[src/rtl/pool_pkg.sv]
// Shared types and constants for the 2x2/stride-2 pooling engine.
package pool_pkg;

  typedef enum logic [2:0] {
    StIdle,
    StLdParam,
    StCalc,
    StPool,
    StDrain,
    StDone
  } pool_state_e;

  // Default DRAM map: parameter block, ofmap and ifmap regions.
  localparam int unsigned PARAM_BASE_DEF = 0;
  localparam int unsigned OFMAP_BASE_DEF = 65536;
  localparam int unsigned IFMAP_BASE_DEF = 131072;

  // Word offsets inside the parameter block.
  localparam logic [1:0] PARAM_OFS_W    = 2'd0;
  localparam logic [1:0] PARAM_OFS_H    = 2'd1;
  localparam logic [1:0] PARAM_OFS_D    = 2'd2;
  localparam logic [1:0] PARAM_OFS_MODE = 2'd3;

  // MODE word bit positions.
  localparam int unsigned MODE_AVG_BIT    = 0;
  localparam int unsigned MODE_SIGNED_BIT = 1;

endpackage

[src/rtl/pool_reduce.sv]
// Collects the four words of a 2x2 window and reduces them to a max or floor-average.
// The fourth word is taken straight from the input so the result registers one cycle
// after it arrives.
module pool_reduce #(
  parameter int unsigned DATA_WIDTH = 32
) (
  input  logic                  clk,
  input  logic                  srstn,
  input  logic                  i_valid,
  input  logic [1:0]            i_idx,
  input  logic [DATA_WIDTH-1:0] i_data,
  input  logic                  i_avg,
  input  logic                  i_signed,
  output logic [DATA_WIDTH-1:0] o_result,
  output logic                  o_valid
);

  logic [DATA_WIDTH-1:0] r_word [3];
  logic [DATA_WIDTH-1:0] r_result;
  logic                  r_valid;

  logic [DATA_WIDTH-1:0] w_win [4];
  logic [DATA_WIDTH-1:0] w_max;
  logic [DATA_WIDTH+1:0] w_sum;
  logic [DATA_WIDTH-1:0] w_avg;
  logic                  w_last;

  function automatic logic greater(input logic [DATA_WIDTH-1:0] a,
                                   input logic [DATA_WIDTH-1:0] b,
                                   input logic                  sgn);
    greater = sgn ? ($signed(a) > $signed(b)) : (a > b);
  endfunction

  assign w_last = i_valid && (i_idx == 2'd3);

  // Hold the first three window words.
  always_ff @(posedge clk) begin
    if (!srstn) begin
      for (int i = 0; i < 3; i++) r_word[i] <= '0;
    end else if (i_valid && (i_idx != 2'd3)) begin
      r_word[i_idx] <= i_data;
    end
  end

  // Max (strictly greater replaces, so ties keep the earlier word) and widened sum.
  always_comb begin
    w_win[0] = r_word[0];
    w_win[1] = r_word[1];
    w_win[2] = r_word[2];
    w_win[3] = i_data;
    w_max    = w_win[0];
    w_sum    = '0;
    for (int i = 0; i < 4; i++) begin
      if (i > 0 && greater(w_win[i], w_max, i_signed)) w_max = w_win[i];
      w_sum = w_sum + {{2{i_signed & w_win[i][DATA_WIDTH-1]}}, w_win[i]};
    end
    // Dropping the two LSBs is floor(sum/4) for either signedness once truncated.
    w_avg = w_sum[DATA_WIDTH+1:2];
  end

  // Register the reduced result and its strobe.
  always_ff @(posedge clk) begin
    if (!srstn) begin
      r_result <= '0;
      r_valid  <= 1'b0;
    end else begin
      r_valid <= w_last;
      if (w_last) r_result <= i_avg ? w_avg : w_max;
    end
  end

  assign o_result = r_result;
  assign o_valid  = r_valid;

endmodule

[src/rtl/pool_unit.sv]
// 2x2/stride-2 pooling engine: loads W/H/D/MODE from DRAM, streams every window of the
// ifmap with incremental pointers and writes one max/avg result per window.
module pool_unit
  import pool_pkg::*;
#(
  parameter int unsigned DATA_WIDTH = 32,
  parameter int unsigned ADDR_WIDTH = 18,
  parameter int unsigned DIM_WIDTH  = 8,
  parameter int unsigned PARAM_BASE = PARAM_BASE_DEF,
  parameter int unsigned OFMAP_BASE = OFMAP_BASE_DEF,
  parameter int unsigned IFMAP_BASE = IFMAP_BASE_DEF
) (
  input  logic                  clk,
  input  logic                  srstn,
  input  logic                  enable,
  input  logic [DATA_WIDTH-1:0] data_in,
  output logic [ADDR_WIDTH-1:0] addr_in,
  output logic                  dram_en_rd,
  output logic [DATA_WIDTH-1:0] data_out,
  output logic [ADDR_WIDTH-1:0] addr_out,
  output logic                  dram_en_wr,
  output logic                  busy,
  output logic                  done
);

  localparam logic [DIM_WIDTH-1:0]  DIM_ONE  = DIM_WIDTH'(1);
  localparam logic [ADDR_WIDTH-1:0] ADDR_ONE = ADDR_WIDTH'(1);
  localparam logic [ADDR_WIDTH-1:0] ADDR_TWO = ADDR_WIDTH'(2);

  pool_state_e r_state, w_state_next;

  logic [1:0]            r_ld_cnt;
  logic [DIM_WIDTH-1:0]  r_w, r_h, r_d, r_ow, r_oh;
  logic [DIM_WIDTH-1:0]  r_x, r_y, r_z;
  logic                  r_avg, r_sgn;
  logic [ADDR_WIDTH-1:0] r_ps;
  logic [1:0]            r_ph;
  logic [ADDR_WIDTH-1:0] r_base, r_row_base, r_plane_base;
  logic                  r_rd_v;
  logic [1:0]            r_rd_ph;
  logic [ADDR_WIDTH-1:0] r_out_idx, r_addr_out;

  logic [1:0]            w_ld_ofs;
  logic [ADDR_WIDTH-1:0] w_w_ext, w_h_ext, w_w2;
  logic                  w_degenerate, w_win_end, w_last_win, w_res_last;
  logic                  w_wr_valid;
  logic [DATA_WIDTH-1:0] w_result;

  // Offset of the parameter word arriving on data_in (read issued last cycle).
  assign w_ld_ofs     = r_ld_cnt - 2'd1;
  assign w_w_ext      = ADDR_WIDTH'(r_w);
  assign w_h_ext      = ADDR_WIDTH'(r_h);
  assign w_w2         = {w_w_ext[ADDR_WIDTH-2:0], 1'b0};
  assign w_degenerate = (r_w < DIM_WIDTH'(2)) || (r_h < DIM_WIDTH'(2)) || (r_d == '0);
  assign w_win_end    = (r_ph == 2'd3);
  assign w_last_win   = (r_x == r_ow - DIM_ONE) && (r_y == r_oh - DIM_ONE) &&
                        (r_z == r_d - DIM_ONE);
  assign w_res_last   = r_rd_v && (r_rd_ph == 2'd3);

  // State register.
  always_ff @(posedge clk) begin
    if (!srstn) r_state <= StIdle;
    else        r_state <= w_state_next;
  end

  // Next-state logic.
  always_comb begin
    w_state_next = r_state;
    unique case (r_state)
      StIdle:    if (enable) w_state_next = StLdParam;
      StLdParam: if (r_ld_cnt == 2'd3) w_state_next = StCalc;
      StCalc:    w_state_next = w_degenerate ? StDone : StPool;
      StPool:    if (w_win_end && w_last_win) w_state_next = StDrain;
      // Only the final window's write can still be pending here.
      StDrain:   if (w_wr_valid) w_state_next = StDone;
      StDone:    w_state_next = StIdle;
      default:   w_state_next = StIdle;
    endcase
  end

  // FSM outputs: status flags and the combinational read port.
  always_comb begin
    busy       = (r_state != StIdle);
    done       = (r_state == StDone);
    dram_en_rd = 1'b0;
    addr_in    = '0;
    unique case (r_state)
      StLdParam: begin
        dram_en_rd = 1'b1;
        addr_in    = ADDR_WIDTH'(PARAM_BASE) + ADDR_WIDTH'(r_ld_cnt);
      end
      StPool: begin
        // Window order: (x,y), (x+1,y), (x,y+1), (x+1,y+1).
        dram_en_rd = 1'b1;
        addr_in    = r_base + (r_ph[0] ? ADDR_ONE : '0) + (r_ph[1] ? w_w_ext : '0);
      end
      default: ;
    endcase
  end

  // Parameter capture, dimension setup and incremental window pointers.
  always_ff @(posedge clk) begin
    if (!srstn) begin
      r_ld_cnt     <= '0;
      r_w          <= '0;
      r_h          <= '0;
      r_d          <= '0;
      r_ow         <= '0;
      r_oh         <= '0;
      r_x          <= '0;
      r_y          <= '0;
      r_z          <= '0;
      r_avg        <= 1'b0;
      r_sgn        <= 1'b0;
      r_ps         <= '0;
      r_ph         <= '0;
      r_base       <= '0;
      r_row_base   <= '0;
      r_plane_base <= '0;
    end else begin
      unique case (r_state)
        StIdle: r_ld_cnt <= '0;
        StLdParam: begin
          r_ld_cnt <= r_ld_cnt + 2'd1;
          if (r_ld_cnt != 2'd0) begin
            case (w_ld_ofs)
              PARAM_OFS_W: r_w <= data_in[DIM_WIDTH-1:0];
              PARAM_OFS_H: r_h <= data_in[DIM_WIDTH-1:0];
              PARAM_OFS_D: r_d <= data_in[DIM_WIDTH-1:0];
              default: ;
            endcase
          end
        end
        StCalc: begin
          // The MODE word (last parameter read) arrives during this cycle.
          r_avg        <= data_in[MODE_AVG_BIT];
          r_sgn        <= data_in[MODE_SIGNED_BIT];
          r_ps         <= w_w_ext * w_h_ext;
          r_ow         <= r_w >> 1;
          r_oh         <= r_h >> 1;
          r_x          <= '0;
          r_y          <= '0;
          r_z          <= '0;
          r_ph         <= '0;
          r_base       <= ADDR_WIDTH'(IFMAP_BASE);
          r_row_base   <= ADDR_WIDTH'(IFMAP_BASE);
          r_plane_base <= ADDR_WIDTH'(IFMAP_BASE);
        end
        StPool: begin
          r_ph <= r_ph + 2'd1;
          if (w_win_end) begin
            if (r_x == r_ow - DIM_ONE) begin
              r_x <= '0;
              if (r_y == r_oh - DIM_ONE) begin
                r_y          <= '0;
                r_z          <= r_z + DIM_ONE;
                r_plane_base <= r_plane_base + r_ps;
                r_row_base   <= r_plane_base + r_ps;
                r_base       <= r_plane_base + r_ps;
              end else begin
                r_y        <= r_y + DIM_ONE;
                r_row_base <= r_row_base + w_w2;
                r_base     <= r_row_base + w_w2;
              end
            end else begin
              r_x    <= r_x + DIM_ONE;
              r_base <= r_base + ADDR_TWO;
            end
          end
        end
        default: ;
      endcase
    end
  end

  // Read-return tagging and ofmap address generation for the write pipeline.
  always_ff @(posedge clk) begin
    if (!srstn) begin
      r_rd_v     <= 1'b0;
      r_rd_ph    <= '0;
      r_out_idx  <= '0;
      r_addr_out <= '0;
    end else begin
      r_rd_v  <= (r_state == StPool);
      r_rd_ph <= r_ph;
      if (r_state == StCalc) begin
        r_out_idx <= '0;
      end else if (w_res_last) begin
        r_addr_out <= ADDR_WIDTH'(OFMAP_BASE) + r_out_idx;
        r_out_idx  <= r_out_idx + ADDR_ONE;
      end
    end
  end

  pool_reduce #(
    .DATA_WIDTH(DATA_WIDTH)
  ) u_reduce (
    .clk      (clk),
    .srstn    (srstn),
    .i_valid  (r_rd_v),
    .i_idx    (r_rd_ph),
    .i_data   (data_in),
    .i_avg    (r_avg),
    .i_signed (r_sgn),
    .o_result (w_result),
    .o_valid  (w_wr_valid)
  );

  assign data_out   = w_result;
  assign addr_out   = r_addr_out;
  assign dram_en_wr = w_wr_valid;

endmodule

[config.mk]
export PLATFORM = sky130hd
export DESIGN_NAME = pool_unit
export DESIGN_NICKNAME = d
export VERILOG_FILES = /design/src/rtl/pool_pkg.sv /design/src/rtl/pool_reduce.sv /design/src/rtl/pool_unit.sv
export SDC_FILE = /design/constraint.sdc
export NUM_CORES = 1
export LEC_CHECK = 0
export BUFFER_PORTS_ARGS = -buffer_cell sky130_fd_sc_hd__buf_2
export CAP_MARGIN = 5
export CELL_PAD_IN_SITES_DETAIL_PLACEMENT = 1
export CELL_PAD_IN_SITES_GLOBAL_PLACEMENT = 2
export CORE_MARGIN = 8
export CORE_UTILIZATION = 44
export CTS_BUF_LIST = sky130_fd_sc_hd__clkbuf_8
export DETAILED_ROUTE_END_ITERATION = 8
export PLACE_DENSITY_LB_ADDON = 0.12
export REMOVE_ABC_BUFFERS = 1
export SLEW_MARGIN = 15
export SYNTH_ARGS = -nofsm -noshare
export SYNTH_HDL_FRONTEND = slang
export SYNTH_HIERARCHICAL = 1
export SYNTH_SLANG_ARGS = --single-unit
[constraint.sdc]
create_clock -name clk -period 22.9 [get_ports clk]
set_clock_uncertainty 0.15 [all_clocks]
set_input_delay 3.435 -clock clk [delete_from_list [all_inputs] [get_ports clk]]
set_output_delay 3.435 -clock clk [all_outputs]
set_load 0.005 [all_outputs]
# == After elaboration in Yosys (flattened, before gate mapping) ==
# Memories as Yosys holds them, arrays and structs flattened.
# Index checks and enable logic that the tools add are counted.
# classes
n_reduce_logical,25
mux,48
order_cmp,8
n_eq_ne,21
n_mul,1
n_addsub,19
bitwise_logic,6
# ops
cell,n
$gt A32 B32 Y1,6
$mux W32,5
$mux W18,8
$pmux W18 S2,4
$mux W8,9
$add A34 B34 Y34,2
$pmux W8 S2,3
$add A33 B33 Y34,1
$reduce_or A32 Y1,1
$add A8 B1 Y8 const B,3
$eq A8 B8 Y1,3
$add A17 B18 Y18 const A,1
$add A18 B1 Y18,1
$add A18 B1 Y18 const B,1
$add A18 B18 Y18,1
$add A18 B2 Y18 const B,1
$add A18 B8 Y18,1
$add A18 B9 Y18,1
$lt A8 B2 Y1 const B,2
$mul A8 B8 Y16,1
$sub A7 B1 Y8 const B,2
$mux W3,5
$pmux W3 S5,1
$ne A2 B2 Y1 const B,7
other kinds (25),58
# word_totals
output_inout_bits,72
mem_count,1
register_bits,215
ram_bits,96
# mem_list
memory,words,width,rd,rd_clocked_by_memory_dff,wr,line,text
u_reduce.r_word,3,32,3,0,3,pool_reduce.sv:18,logic [DATA_WIDTH-1:0] r_word [3];

# == Longest topological paths before layout ==
# Gate-level depths: netlist of the first run.
# An unclocked memory read counts as a cell.
# logic_depth
word_depth,11
depth_mapped,39

# == Hierarchy ==
# Netlist of the first run, hierarchy kept.
# modules_own_cells
mod,area_each_um2,instances,seq_area_each_um2,cells_each
pool_unit,12310.6,1,3603.5,1513
pool_reduce,11506.0,1,3543.4,1188

# == Least setup slack after synthesis of the first run ==
# No wires, ideal clock.
# synth_path
path_kind,flip-flop to flip-flop
startpoint,memory u_reduce.r_word[1][30]
endpoint,"register u_reduce.r_result[4], in the netlist u_reduce/o_result[4]"
path_stages_with_launch,39
path_slack_ns,15.270
arrival_ns,7.358
t_required_ns,22.628
setup_ns,0.122
path_buffers,6
path_cell_list,edfxtp_1 -> ha_1 -> nand4_1 -> nor4_1 -> and2_1 -> o31a_2 -> nor4_4 -> nor2_2 -> buf_2 -> buf_2 -> nor2_1 -> a21oi_1 -> ha_1 -> a211oi_1 -> o21ai_0 -> a211oi_1 -> o211ai_1 -> or3_1 -> [3 not listed] -> nand2_2 -> buf_2 -> buf_2 -> o21ai_0 -> ha_1 -> a21o_1 -> a21o_1 -> a21o_1 -> a21o_1 -> a21oi_1 -> nor2_1 -> a2111oi_0 -> a21oi_1 -> or3_1 -> clkbuf_1 -> buf_2 -> o31ai_1 -> o21ai_1
# synth_lines
item,line,text
start: declaration,pool_reduce.sv:18,
end signal: assignment,pool_reduce.sv:68,if (w_last) r_result <= i_avg ? w_avg : w_max;
end: declaration,pool_reduce.sv:19,logic [DATA_WIDTH-1:0] r_result;

==> flow_summary_export.csv, run 1 <==
group,metric,value,unit
timing,fin_tns_setup,0,ns
run_status,status,"finished, final reports clean",
clocking,cts_resized,0,
routing,drtIter0Drc,952,
clocking,clock_latency,0.68,ns
yosys,yosys_warnings,6,
clocking,cts.sinks,309,
timing,rsz0062_at_grt,"false",
timing,hold_violations,0,
floorplanning,io_pins,107,
routing,wl_per_cell,22.7,um
yosys,yosys.area_share.adder,0.198,
timing,setup_viol_count_final,0,
clocking,path_clk_slew,0.07,ns
placed_design,dp_hpwl,59700,um
yosys,synthFlopType,"dfxtp_1",
cells_and_area,drive_gt1_frac,0.0989,
power_and_ir_drop,swShare,0.329,
worst_setup_path,r2r_cells,35,
global_routing,grt_pass1_vias,22484,
worst_setup_path,arrival,10.77,ns
cells_and_area,finalNetCount,3123,
worst_setup_path,startpoint,"u_reduce/r_word[0][31]$_SDFFCE_PN0P_",
worst_setup_path,endpoint_kind,"register",
timing,fmax,96.2,MHz
power_and_ir_drop,power.density,57.2,mW/mm^2
timing,relSlewSlack,0.207,
clocking,cts_tree,"done",
clocking,h-tree-depth,2,
worst_setup_path,timing.rr.end,"u_reduce/o_result[30]$_SDFFE_PN0P_",
placed_design,pre_cts_slack,12.78,ns
placed_design,gp_congestion,0.897,
worst_setup_path,crit_fanout,43,
worst_setup_path,worstSetupStartpointType,"register",
global_routing,busiest_layer,"met2",
timing,setup_ws,12.51,ns
timing,finalCritPeriodShare,0.454,
power_and_ir_drop,power.switching,0.493,mW
yosys,synth_area_per_cell,8.82,um^2
placed_design,io_buffer_count,106,
power_and_ir_drop,clkPwrFrac,0.381,
floorplanning,fp-row-count,85,
global_routing,grt_use_met2,0.469,
floorplanning,die_w,249,um
power_and_ir_drop,leakage,11.2,nW
worst_hold_path,min_path_type,"reg2reg",
power_and_ir_drop,combPwrFrac,0.230,
worst_setup_path,crit_type,"reg2reg",
yosys,synth_edf_count,96,
floorplanning,die-area,0.0618,mm^2
global_routing,grtUsageTotal,0.254,
routing,ant_nets,0,
floorplanning,core_area,0.0537,mm^2
power_and_ir_drop,p_int,1.01,mW
worst_setup_path,r2r_setup_slack,12.51,ns
cells_and_area,final_cell_mix,"280 x nand2_1, 251 x a21oi_1, 213 x dfxtp_1, 207 x ha_1, 175 x and2_1",
routing,dr.pass1.iters,5,
yosys,synth_top_family_by_area,"simple AND/OR/NAND/NOR gates",
worst_setup_path,required,23.28,ns
timing,slew_viol_final,0,
floorplanning,start_util,0.443,
worst_setup_path,endpoint,"u_reduce/o_result[30]$_SDFFE_PN0P_",
worst_setup_path,cp_common_cell,"ha_1",
worst_setup_path,regToRegStartpoint,"u_reduce/r_word[0][31]$_SDFFCE_PN0P_",
yosys,syn_inst,2701,
yosys,netlist_area,0.0238,mm^2
timing,worstMarginPinSlew,1.19,ns
cells_and_area,area_delta_synth_final,9.91,%
power_and_ir_drop,ir_drop,0.0339,mV
routing,vias,20877,
clocking,root_buffer,"clkbuf_8",
yosys,async_flop_share,0,
clocking,clk_path_buf_depth,3,
worst_hold_path,min_from,"addr_out[15]$_SDFFE_PN0P_",
cells_and_area,layout_commonest_cell,"nand2_1",
yosys,synth-seq-cells,309,
global_routing,grt_use_met3,0.0277,
yosys,synth_compound_area_frac,0.199,
yosys,synthDistinctLibCells,98,
global_routing,grt_pass1_wl,127000,um
global_routing,grt_remaining_overflow,0,
power_and_ir_drop,seqPwrFrac,0.389,
yosys,synth_xor_xnor_area_share,0.0449,
global_routing,grt_antenna_before_repair,3,
yosys,synthSimpleGateAreaFrac,0.200,
clocking,cts-buffers-inserted,59,
routing,finalWirelength,79800,um
flow_run,drv_cap,0,
worst_setup_path,crit_path_top_delay_cell,"a211o_1",
floorplanning,die_h,249,um
clocking,holdBufCountCts,0,
global_routing,met1_usage,0.300,
global_routing,grt_max_degree,94,
timing,fin_crit,10.39,ns
routing,drc,0,
yosys,yosysSeqAreaShare,0.300,
clocking,cts_setup_buffers,0,
cells_and_area,fill_cells,6295,
routing,vias_per_cell,5.93,
yosys,muxShareOfSynthArea,0.0139,
worst_setup_path,cpPeakStageDelay,0.90,ns
[cell families (layout without fill, tap and decap cells)]
kind of cell | Yosys count | count (layout)
muxes | 32 | 32
buffers and inverters | 265 | 386
xor gates and xnor gates | 122 | 122
DFF | 309 | 309
AOI/OAI and AO/OA | 719 | 719
and+or+nand+nor | 941 | 941
other | 0 | 1
adders and majority gates | 313 | 313
[metrics by stage]
stage | hold slack, ns | instances | utilization | area, um^2 | power (mW)
floorplan | 0.286 | 2583 | - | 23300 | 0.816
CTS | 0.308 | 3518 | 0.487 | 26200 | 1.51
finish | 0.304 | 3519 | 0.487 | 26200 | 1.50
detailed placement | 0.299 | 3410 | 0.465 | 24900 | 0.934
global placement | 0.290 | 3410 | 0.465 | 24900 | 0.924
global route | 0.331 | 3519 | 0.487 | 26200 | 1.57
[state kept, by name (all words and copies together), names as in the netlist, 16 cells and up]
signal,count
r_plane_base,18
addr_out,18
r_ps,16
r_out_idx,18
r_base,18
u_reduce/r_word,96
r_row_base,18
u_reduce/o_result,32
[final cells by class]
| cell class | instances | area (um^2) | area share |
|---|---|---|---|
| Antenna cell | 1 | 2.50 | 0.0000956 |
| Clock buffer | 72 | 991 | 0.0379 |
| Clock inverter | 36 | 225 | 0.00860 |
| Inverter | 147 | 553 | 0.0211 |
| Multi-Input combinational cell | 2127 | 15700 | 0.599 |
| Sequential cell | 309 | 7150 | 0.273 |
| Tap cell | 696 | 871 | 0.0333 |
| Timing Repair Buffer | 131 | 718 | 0.0274 |
[worst min path at each step]
stage	to	slack, ns	cells past startpoint
final	addr_out[15]$_SDFFE_PN0P_	0.30	2
after global routing	addr_out[9]$_SDFFE_PN0P_	0.33	2
after CTS	addr_out[15]$_SDFFE_PN0P_	0.31	2
after detailed placement	addr_out[1]$_SDFFE_PN0P_	0.30	2
after global placement	addr_out[0]$_SDFFE_PN0P_	0.29	2
after floorplan	r_row_base[4]$_SDFFE_PN0P_	0.29	2
[Yosys cell counts (8+ instances only)]
cell type	instances	area, um^2
fa_1	106	2120
inv_1	146	548
o21bai_1	11	82.6
nand4_1	42	263
nor3_1	60	300
o21ai_0	108	541
and3_1	40	250
o21ai_1	12	60.1
nor2b_1	16	100
xor2_1	56	490
nand2b_1	31	194
o21a_1	30	225
clkbuf_1	84	315
mux2i_1	23	230
a31oi_1	19	119
or3_1	22	138
nand3_1	57	285
a21oi_1	252	1260
a211oi_1	45	338
o221ai_1	22	193
and2_1	175	1090
o211ai_1	19	143
o22ai_1	8	50.1
ha_1	207	2590
xnor2_1	66	578
nor2_1	156	586
a211o_1	18	158
nand2_1	280	1050
edfxtp_1	96	2880
a21o_1	53	398
nor4_1	15	93.8
a22o_1	19	166
buf_2	21	105
dfxtp_1	213	4260
[power groups by stage]
stage	sequential [mW]	combinational (mW)	clock [mW]
after floorplan	0.591	0.225	0
after global placement	0.594	0.330	0
after detailed placement	0.595	0.339	0
after CTS	0.583	0.342	0.590
after global routing	0.584	0.378	0.613
final	0.583	0.344	0.571
[critical path: cells and delay by family, from the launching register on]
kind	cells	cell delay [ns]
buf+inv	3	0.70
fa+ha+maj	3	0.93
compound gates	17	4.75
flops	1	0.40
simple gates	12	3.24
[metal layers]
layer,part of all wire,wire length (um),up-vias
met5,0,0,-
met4,0.035,2760,0
met3,0.033,2650,151
met2,0.51,41000,378
met1,0.42,33400,10532
li1,-,-,9816
(Power assumes the default switching activity.)
==> run 2, diff against run 1 <==
--- a/config.mk
+++ b/config.mk
@@ -5,12 +5,13 @@
 export SDC_FILE = /design/constraint.sdc
 export NUM_CORES = 1
 export LEC_CHECK = 0
+export ABC_AREA = 1
 export BUFFER_PORTS_ARGS = -buffer_cell sky130_fd_sc_hd__buf_2
 export CAP_MARGIN = 5
 export CELL_PAD_IN_SITES_DETAIL_PLACEMENT = 1
 export CELL_PAD_IN_SITES_GLOBAL_PLACEMENT = 2
 export CORE_MARGIN = 8
-export CORE_UTILIZATION = 44
+export CORE_UTILIZATION = 38
 export CTS_BUF_LIST = sky130_fd_sc_hd__clkbuf_8
 export DETAILED_ROUTE_END_ITERATION = 8
 export PLACE_DENSITY_LB_ADDON = 0.12
==> constraint.sdc (replaced) <==
create_clock -name clk -period 10.6 [get_ports clk]
set_clock_uncertainty 0.15 [all_clocks]
set_input_delay 1.59 -clock clk [delete_from_list [all_inputs] [get_ports clk]]
set_output_delay 1.59 -clock clk [all_outputs]
set_load 0.005 [all_outputs]
==> run 2 against run 1 <==
Highest routed layer is now met5. Fmax increased by 19%. Via count increased by 12%. Synthesized area increased by 3.9%.
==> flow_summary_export.csv, run 2 <==
group,metric,value,unit
global_routing,grt_antenna_before_repair,2,
clocking,path_clk_slew,0.06,ns
cells_and_area,largest_reg_flops,96,
timing,setup_viol_count_final,0,
power_and_ir_drop,leakage,13.3,nW
run_status,status,"finished, final reports clean",
worst_setup_path,timing.rr.end,"u_reduce/o_result[11]$_SDFFE_PN0P_",
yosys,synthTopCellsByArea,"dfxtp_1 17%, nand2_1 12%, edfxtp_1 12%",
clocking,cts_setup_buffers,0,
clocking,h-tree-depth,3,
yosys,synthTopCellsByCount,"771 x nand2_1, 500 x inv_1, 329 x nor2_1, 299 x a21oi_1, 241 x o21ai_0",
clocking,clk_path_buf_depth,3,
worst_hold_path,min_path_type,"reg2reg",
timing,worstMarginPinSlew,1.13,ns
worst_setup_path,r2r_setup_slack,1.89,ns
worst_setup_path,worstSetupStartpointType,"register",
worst_setup_path,arrival,9.14,ns
timing,fin_tns_setup,0,ns
clocking,cts.sinks,309,
power_and_ir_drop,seqPwrFrac,0.347,
yosys,synth_edf_count,96,
routing,finalWirelength,89200,um
yosys,synth-seq-cells,309,
yosys,synth_area_per_cell,7.19,um^2
routing,drtIter0Drc,1058,
timing,slew_viol_final,0,
global_routing,grt_remaining_overflow,0,
yosys,netlist_area,0.0247,mm^2
power_and_ir_drop,swShare,0.390,
power_and_ir_drop,ir_drop,0.0823,mV
worst_hold_path,min_from,"r_row_base[8]$_SDFFE_PN0P_",
yosys,synth_top_area_frac,0.172,
cells_and_area,final_cell_mix,"771 x nand2_1, 522 x inv_1, 329 x nor2_1, 299 x a21oi_1, 241 x o21ai_0",
cells_and_area,fin_util,0.423,
placed_design,placed_cells,4304,
clocking,clock_latency,0.65,ns
floorplanning,io_pins,107,
timing,rsz0062_at_grt,"false",
floorplanning,fp-row-count,93,
yosys,synth_top_cell_by_area,"dfxtp_1",
worst_setup_path,crit_path_top_delay_cell,"nand3_4",
placed_design,io_buffer_count,106,
yosys,syn_inst,3441,
worst_setup_path,crit_fanout,64,
floorplanning,die-area,0.0735,mm^2
cells_and_area,fin_cells,4420,
worst_hold_path,hold_path_depth,2,
global_routing,grt_pass1_vias,25361,
timing,fmax,115,MHz
timing,fin_crit,8.71,ns
power_and_ir_drop,power.density,141,mW/mm^2
worst_setup_path,cpPeakStageDelay,0.59,ns
power_and_ir_drop,combPwrFrac,0.315,
yosys,synthDistinctLibCells,56,
worst_setup_path,regToRegStartpoint,"u_reduce/r_word[1][19]$_SDFFCE_PN0P_",
cells_and_area,layout_commonest_cell,"nand2_1",
clocking,root_buffer,"clkbuf_8",
timing,hold_violations,0,
timing,finalCritPeriodShare,0.822,
clocking,cts_tree,"done",
power_and_ir_drop,clkPwrFrac,0.338,
yosys,yosys_warnings,6,
floorplanning,start_util,0.384,
clocking,cts_resized,0,
global_routing,grtUsageTotal,0.240,
placed_design,gp_congestion,0.863,
cells_and_area,regArea,0.00715,mm^2
power_and_ir_drop,p_int,2.35,mW
worst_setup_path,required,11.03,ns
routing,dr.pass1.iters,5,
global_routing,grt_pass1_wl,141000,um
routing,vias_per_cell,5.31,
floorplanning,die_h,271,um
global_routing,grt_max_degree,67,
cells_and_area,multi_input_area,0.0152,mm^2
clocking,holdBufCountCts,0,
worst_setup_path,r2r_cells,37,
routing,vias,23449,
clocking,cts-buffers-inserted,68,
power_and_ir_drop,power.switching,1.50,mW
worst_hold_path,min_to,"r_row_base[8]$_SDFFE_PN0P_",
cells_and_area,regMostFlops,"u_reduce/r_word",
routing,ant_nets,0,
worst_setup_path,crit_type,"reg2reg",
cells_and_area,fill_cells,8252,
cells_and_area,area_delta_synth_final,10.2,%
placed_design,dp_hpwl,67000,um
yosys,yosysMostFrequentCell,"nand2_1",
cells_and_area,drive_gt1_frac,0.0777,
yosys,async_flop_share,0,
routing,drc,0,
cells_and_area,finalNetCount,3867,
yosys,synthFlopType,"dfxtp_1",
timing,holdWs,0.322,ns
timing,relSlewSlack,0.242,
worst_setup_path,cp_common_cell,"nand2_1",
routing,wl_per_cell,20.2,um
floorplanning,die_w,271,um
worst_setup_path,endpoint_kind,"register",
flow_run,drv_cap,0,
floorplanning,core_area,0.0645,mm^2
yosys,yosysSeqAreaShare,0.289,
[run 2: cell types whose count changed in the layout (fill, tap and decap cells not counted), sizes merged, moves of 46 or more]
cell | before | now
inv | 161 | 532
nor2 | 158 | 342
nand3 | 57 | 188
a21o | 54 | 5
a21oi | 255 | 301
and2 | 175 | 32
o21ai | 123 | 244
nand2 | 282 | 783
[run 2: worst max-delay path by stage]
| stage | startpoint | end | slack [ns] | cells after the start |
|---|---|---|---|---|
| CTS | u_reduce/r_word[0][9]$_SDFFCE_PN0P_ | u_reduce/o_result[22]$_SDFFE_PN0P_ | 1.84 | 39 |
| global route | u_reduce/r_word[0][9]$_SDFFCE_PN0P_ | u_reduce/o_result[31]$_SDFFE_PN0P_ | 1.18 | 40 |
| detailed placement | u_reduce/r_word[0][9]$_SDFFCE_PN0P_ | u_reduce/o_result[22]$_SDFFE_PN0P_ | 1.87 | 39 |
| floorplan | u_reduce/r_word[1][31]$_SDFFCE_PN0P_ | u_reduce/o_result[28]$_SDFFE_PN0P_ | 3.17 | 34 |
| global placement | u_reduce/r_word[1][11]$_SDFFCE_PN0P_ | u_reduce/o_result[22]$_SDFFE_PN0P_ | 1.96 | 36 |
| finish | u_reduce/r_word[1][19]$_SDFFCE_PN0P_ | u_reduce/o_result[11]$_SDFFE_PN0P_ | 1.89 | 37 |
[run 2: logic make-up (layout without fill, tap and decap cells)]
family,count (synthesis),count (layout),share of synthesized area
DFF,309,309,0.289
buffers and inverters,627,750,0.0991
other,0,1,0
xor gates and xnor gates,68,68,0.0247
AOI/OAI and AO/OA,623,623,0.134
adders and majority gates,313,313,0.191
and+or+nand+nor,1501,1501,0.263
[run 2: final cells by class]
class | count | area share
multi-input cells | 2505 | 0.556
flip-flops and latches | 309 | 0.262
inverters | 510 | 0.0704
clock buffers | 84 | 0.0424
well taps | 855 | 0.0393
repair buffers | 125 | 0.0248
clock inverters | 31 | 0.00468
diodes | 1 | 0.0000918
[run 2: through the flow]
step                      area [um^2]  total power [mW]  setup slack (ns)
after floorplan                 24200              2.12              3.17
after global placement          26000              2.54              1.96
after detailed placement        26000              2.58              1.87
after CTS                       27200              3.91              1.84
after global routing            27300              4.10              1.18
final                           27300              3.85              1.89
[run 2: worst max-delay path, delay by kind of cell, from the launching register on]
kind	cells	cell delay (ns)
flops	1	0.42
fa+ha+maj	3	1.07
compound gates	11	2.72
simple gates	17	2.92
buf+inv	6	1.28
[run 2: metal layers]
layer | vias up | wire, um | track usage
met2 | 338 | 45500 | 0.443
li1 | 11374 | - | -
met3 | 158 | 2620 | 0.0284
met4 | 2 | 3060 | 0.0925
met5 | - | 10 | 0
met1 | 11577 | 38000 | 0.280
[run 2: power groups by stage]
stage / sequential [mW] / combinational, mW / clock (mW)
2_1_floorplan: 1.33 / 0.782 / 0
3_3_place_gp: 1.36 / 1.18 / 0
3_5_place_dp: 1.36 / 1.22 / 0
4_1_cts: 1.34 / 1.23 / 1.35
5_1_grt: 1.34 / 1.36 / 1.40
6_report: 1.34 / 1.21 / 1.30
==> run 3, diff against run 2 <==
==> constraint.sdc (replaced) <==
create_clock -name clk -period 9 [get_ports clk]
set_clock_uncertainty 0.15 [all_clocks]
set_input_delay 1.35 -clock clk [delete_from_list [all_inputs] [get_ports clk]]
set_output_delay 1.35 -clock clk [all_outputs]
set_load 0.005 [all_outputs]
==> run 3 against run 2 <==
Hold slack worse by 0.0016 ns. Flip-flop and latch count unchanged. Clock power up 18%. Sequential share of layout area is essentially flat. Core utilization is 0.070 points higher. Sequential power increased by 17%. Largest power group unchanged. Via count about the same. Fmax rose by 7.1%. Die area is the same. Wire length is 0.84% lower. Count of clock-buffer cells in the layout down 4.
==> flow_summary_export.csv, run 3 (synthesized netlist as in run 2, its figures left out) <==
group,metric,value,unit
placed_design,gp_congestion,0.867,
floorplanning,die-area,0.0735,mm^2
routing,dr.pass1.iters,5,
cells_and_area,fill_cells,8208,
cells_and_area,finalNetCount,3870,
global_routing,grtUsageTotal,0.239,
clocking,h-tree-depth,3,
routing,vias_per_cell,5.30,
timing,relSlewSlack,0.220,
worst_setup_path,crit_type,"reg2reg",
worst_setup_path,crit_path_top_delay_cell,"nand3_2",
power_and_ir_drop,leakage,13.3,nW
clocking,path_clk_slew,0.05,ns
placed_design,place_area,0.0260,mm^2
placed_design,io_buffer_count,106,
global_routing,grt_antenna_before_repair,2,
timing,slew_viol_final,0,
cells_and_area,regArea,0.00715,mm^2
power_and_ir_drop,ir_drop,0.132,mV
worst_setup_path,cp_common_cell,"nand2_1",
cells_and_area,drive_gt1_frac,0.0782,
routing,wl_per_cell,20.0,um
timing,setup_viol_count_final,0,
cells_and_area,final_cell_mix,"771 x nand2_1, 523 x inv_1, 329 x nor2_1, 299 x a21oi_1, 241 x o21ai_0",
clocking,root_buffer,"clkbuf_8",
routing,drtIter0Drc,1131,
clocking,cts_tree,"done",
cells_and_area,final_cell_area,0.0273,mm^2
timing,rsz0062_at_grt,"false",
global_routing,grt_remaining_overflow,0,
timing,fmax,123,MHz
floorplanning,core_area,0.0645,mm^2
routing,drc,0,
timing,setup_ws,0.866,ns
clocking,cts_resized,0,
cells_and_area,area_delta_synth_final,10.4,%
worst_setup_path,worstSetupStartpointType,"register",
floorplanning,die_w,271,um
floorplanning,start_util,0.384,
placed_design,pre_cts_slack,0.636,ns
clocking,clk_path_buf_depth,3,
clocking,holdBufCountCts,0,
global_routing,grt_pass1_vias,25458,
cells_and_area,fin_util,0.423,
routing,ant_nets,0,
cells_and_area,multi_input_area,0.0152,mm^2
worst_setup_path,r2r_setup_slack,0.87,ns
power_and_ir_drop,clkPwrFrac,0.336,
clocking,clock_latency,0.64,ns
cells_and_area,largest_reg_flops,96,
timing,fin_crit,8.13,ns
power_and_ir_drop,swShare,0.391,
routing,finalWirelength,88400,um
clocking,cts-buffers-inserted,66,
cells_and_area,regMostFlops,"u_reduce/r_word",
worst_setup_path,r2r_cells,33,
clocking,cts.sinks,309,
placed_design,dp_hpwl,66500,um
worst_setup_path,startpoint,"u_reduce/r_word[0][25]$_SDFFCE_PN0P_",
timing,hold_violations,0,
cells_and_area,layout_commonest_cell,"nand2_1",
worst_setup_path,cpPeakStageDelay,0.61,ns
run_status,status,"finished, final reports clean",
flow_run,drv_cap,0,
floorplanning,io_pins,107,
power_and_ir_drop,p_int,2.77,mW
timing,fin_tns_setup,0,ns
worst_hold_path,min_path_type,"reg2reg",
worst_setup_path,required,9.38,ns
floorplanning,die_h,271,um
timing,worstMarginPinSlew,1.17,ns
worst_setup_path,endpoint,"u_reduce/o_result[22]$_SDFFE_PN0P_",
power_and_ir_drop,seqPwrFrac,0.346,
clocking,cts_setup_buffers,0,
timing,finalCritPeriodShare,0.904,
routing,vias,23463,
global_routing,grt_max_degree,73,
power_and_ir_drop,power.density,167,mW/mm^2
worst_setup_path,regToRegStartpoint,"u_reduce/r_word[0][25]$_SDFFCE_PN0P_",
worst_setup_path,endpoint_kind,"register",
floorplanning,fp-row-count,93,
worst_setup_path,arrival,8.51,ns
worst_setup_path,timing.rr.end,"u_reduce/o_result[22]$_SDFFE_PN0P_",
power_and_ir_drop,combPwrFrac,0.319,
worst_setup_path,crit_fanout,36,
global_routing,grt_pass1_wl,141000,um
power_and_ir_drop,power.switching,1.78,mW
[run 3: how the worst min path moves through the flow]
stage	from	end	slack, ns	depth (start not counted)
5_1_grt	r_plane_base[3]$_SDFFE_PN0P_	r_plane_base[3]$_SDFFE_PN0P_	0.34	2
3_5_place_dp	r_row_base[3]$_SDFFE_PN0P_	r_row_base[3]$_SDFFE_PN0P_	0.31	2
2_1_floorplan	r_ps[12]$_SDFFE_PN0P_	r_ps[12]$_SDFFE_PN0P_	0.28	2
3_3_place_gp	r_plane_base[8]$_SDFFE_PN0P_	r_plane_base[8]$_SDFFE_PN0P_	0.30	2
6_report	r_row_base[3]$_SDFFE_PN0P_	r_row_base[3]$_SDFFE_PN0P_	0.32	2
4_1_cts	r_row_base[3]$_SDFFE_PN0P_	r_row_base[3]$_SDFFE_PN0P_	0.32	2
[run 3: worst max-delay path, delay by kind of cell, from the launching register on]
family / cells / cell delay [ns]
simple gates: 18 / 3.78
flops: 1 / 0.43
compound gates: 8 / 2.18
fa+ha+maj: 3 / 0.90
buf+inv: 4 / 0.54
[run 3: through the flow]
stage	hold WS (ns)	total power, mW	cells
floorplan	0.283	2.49	3324
global placement	0.303	3.01	4308
detailed placement	0.312	3.05	4308
CTS	0.321	4.62	4424
global route	0.338	4.86	4426
finish	0.320	4.55	4427
[run 3: cell type report]
class / instances / area share
Clock buffer: 80 / 0.0403
Timing Repair Buffer: 129 / 0.0263
Antenna cell: 2 / 0.000183
Inverter: 510 / 0.0703
Tap cell: 855 / 0.0392
Sequential cell: 309 / 0.262
Clock inverter: 36 / 0.00633
Multi-Input combinational cell: 2506 / 0.556
[run 3: metal layers]
layer  wire, um  GRT usage  vias to the layer above
met4       3220     0.0883                        0
met3       2730     0.0325                      157
li1           -          -                    11390
met1      37800      0.283                    11556
met5          0          0                        -
met2      44600      0.435                      360
[run 3: power by group through the flow]
stage,clock network (mW),registers (mW),logic [mW]
global route,1.65,1.58,1.62
floorplan,0,1.57,0.921
detailed placement,0,1.60,1.45
CTS,1.59,1.57,1.46
global placement,0,1.60,1.41
finish,1.53,1.57,1.45
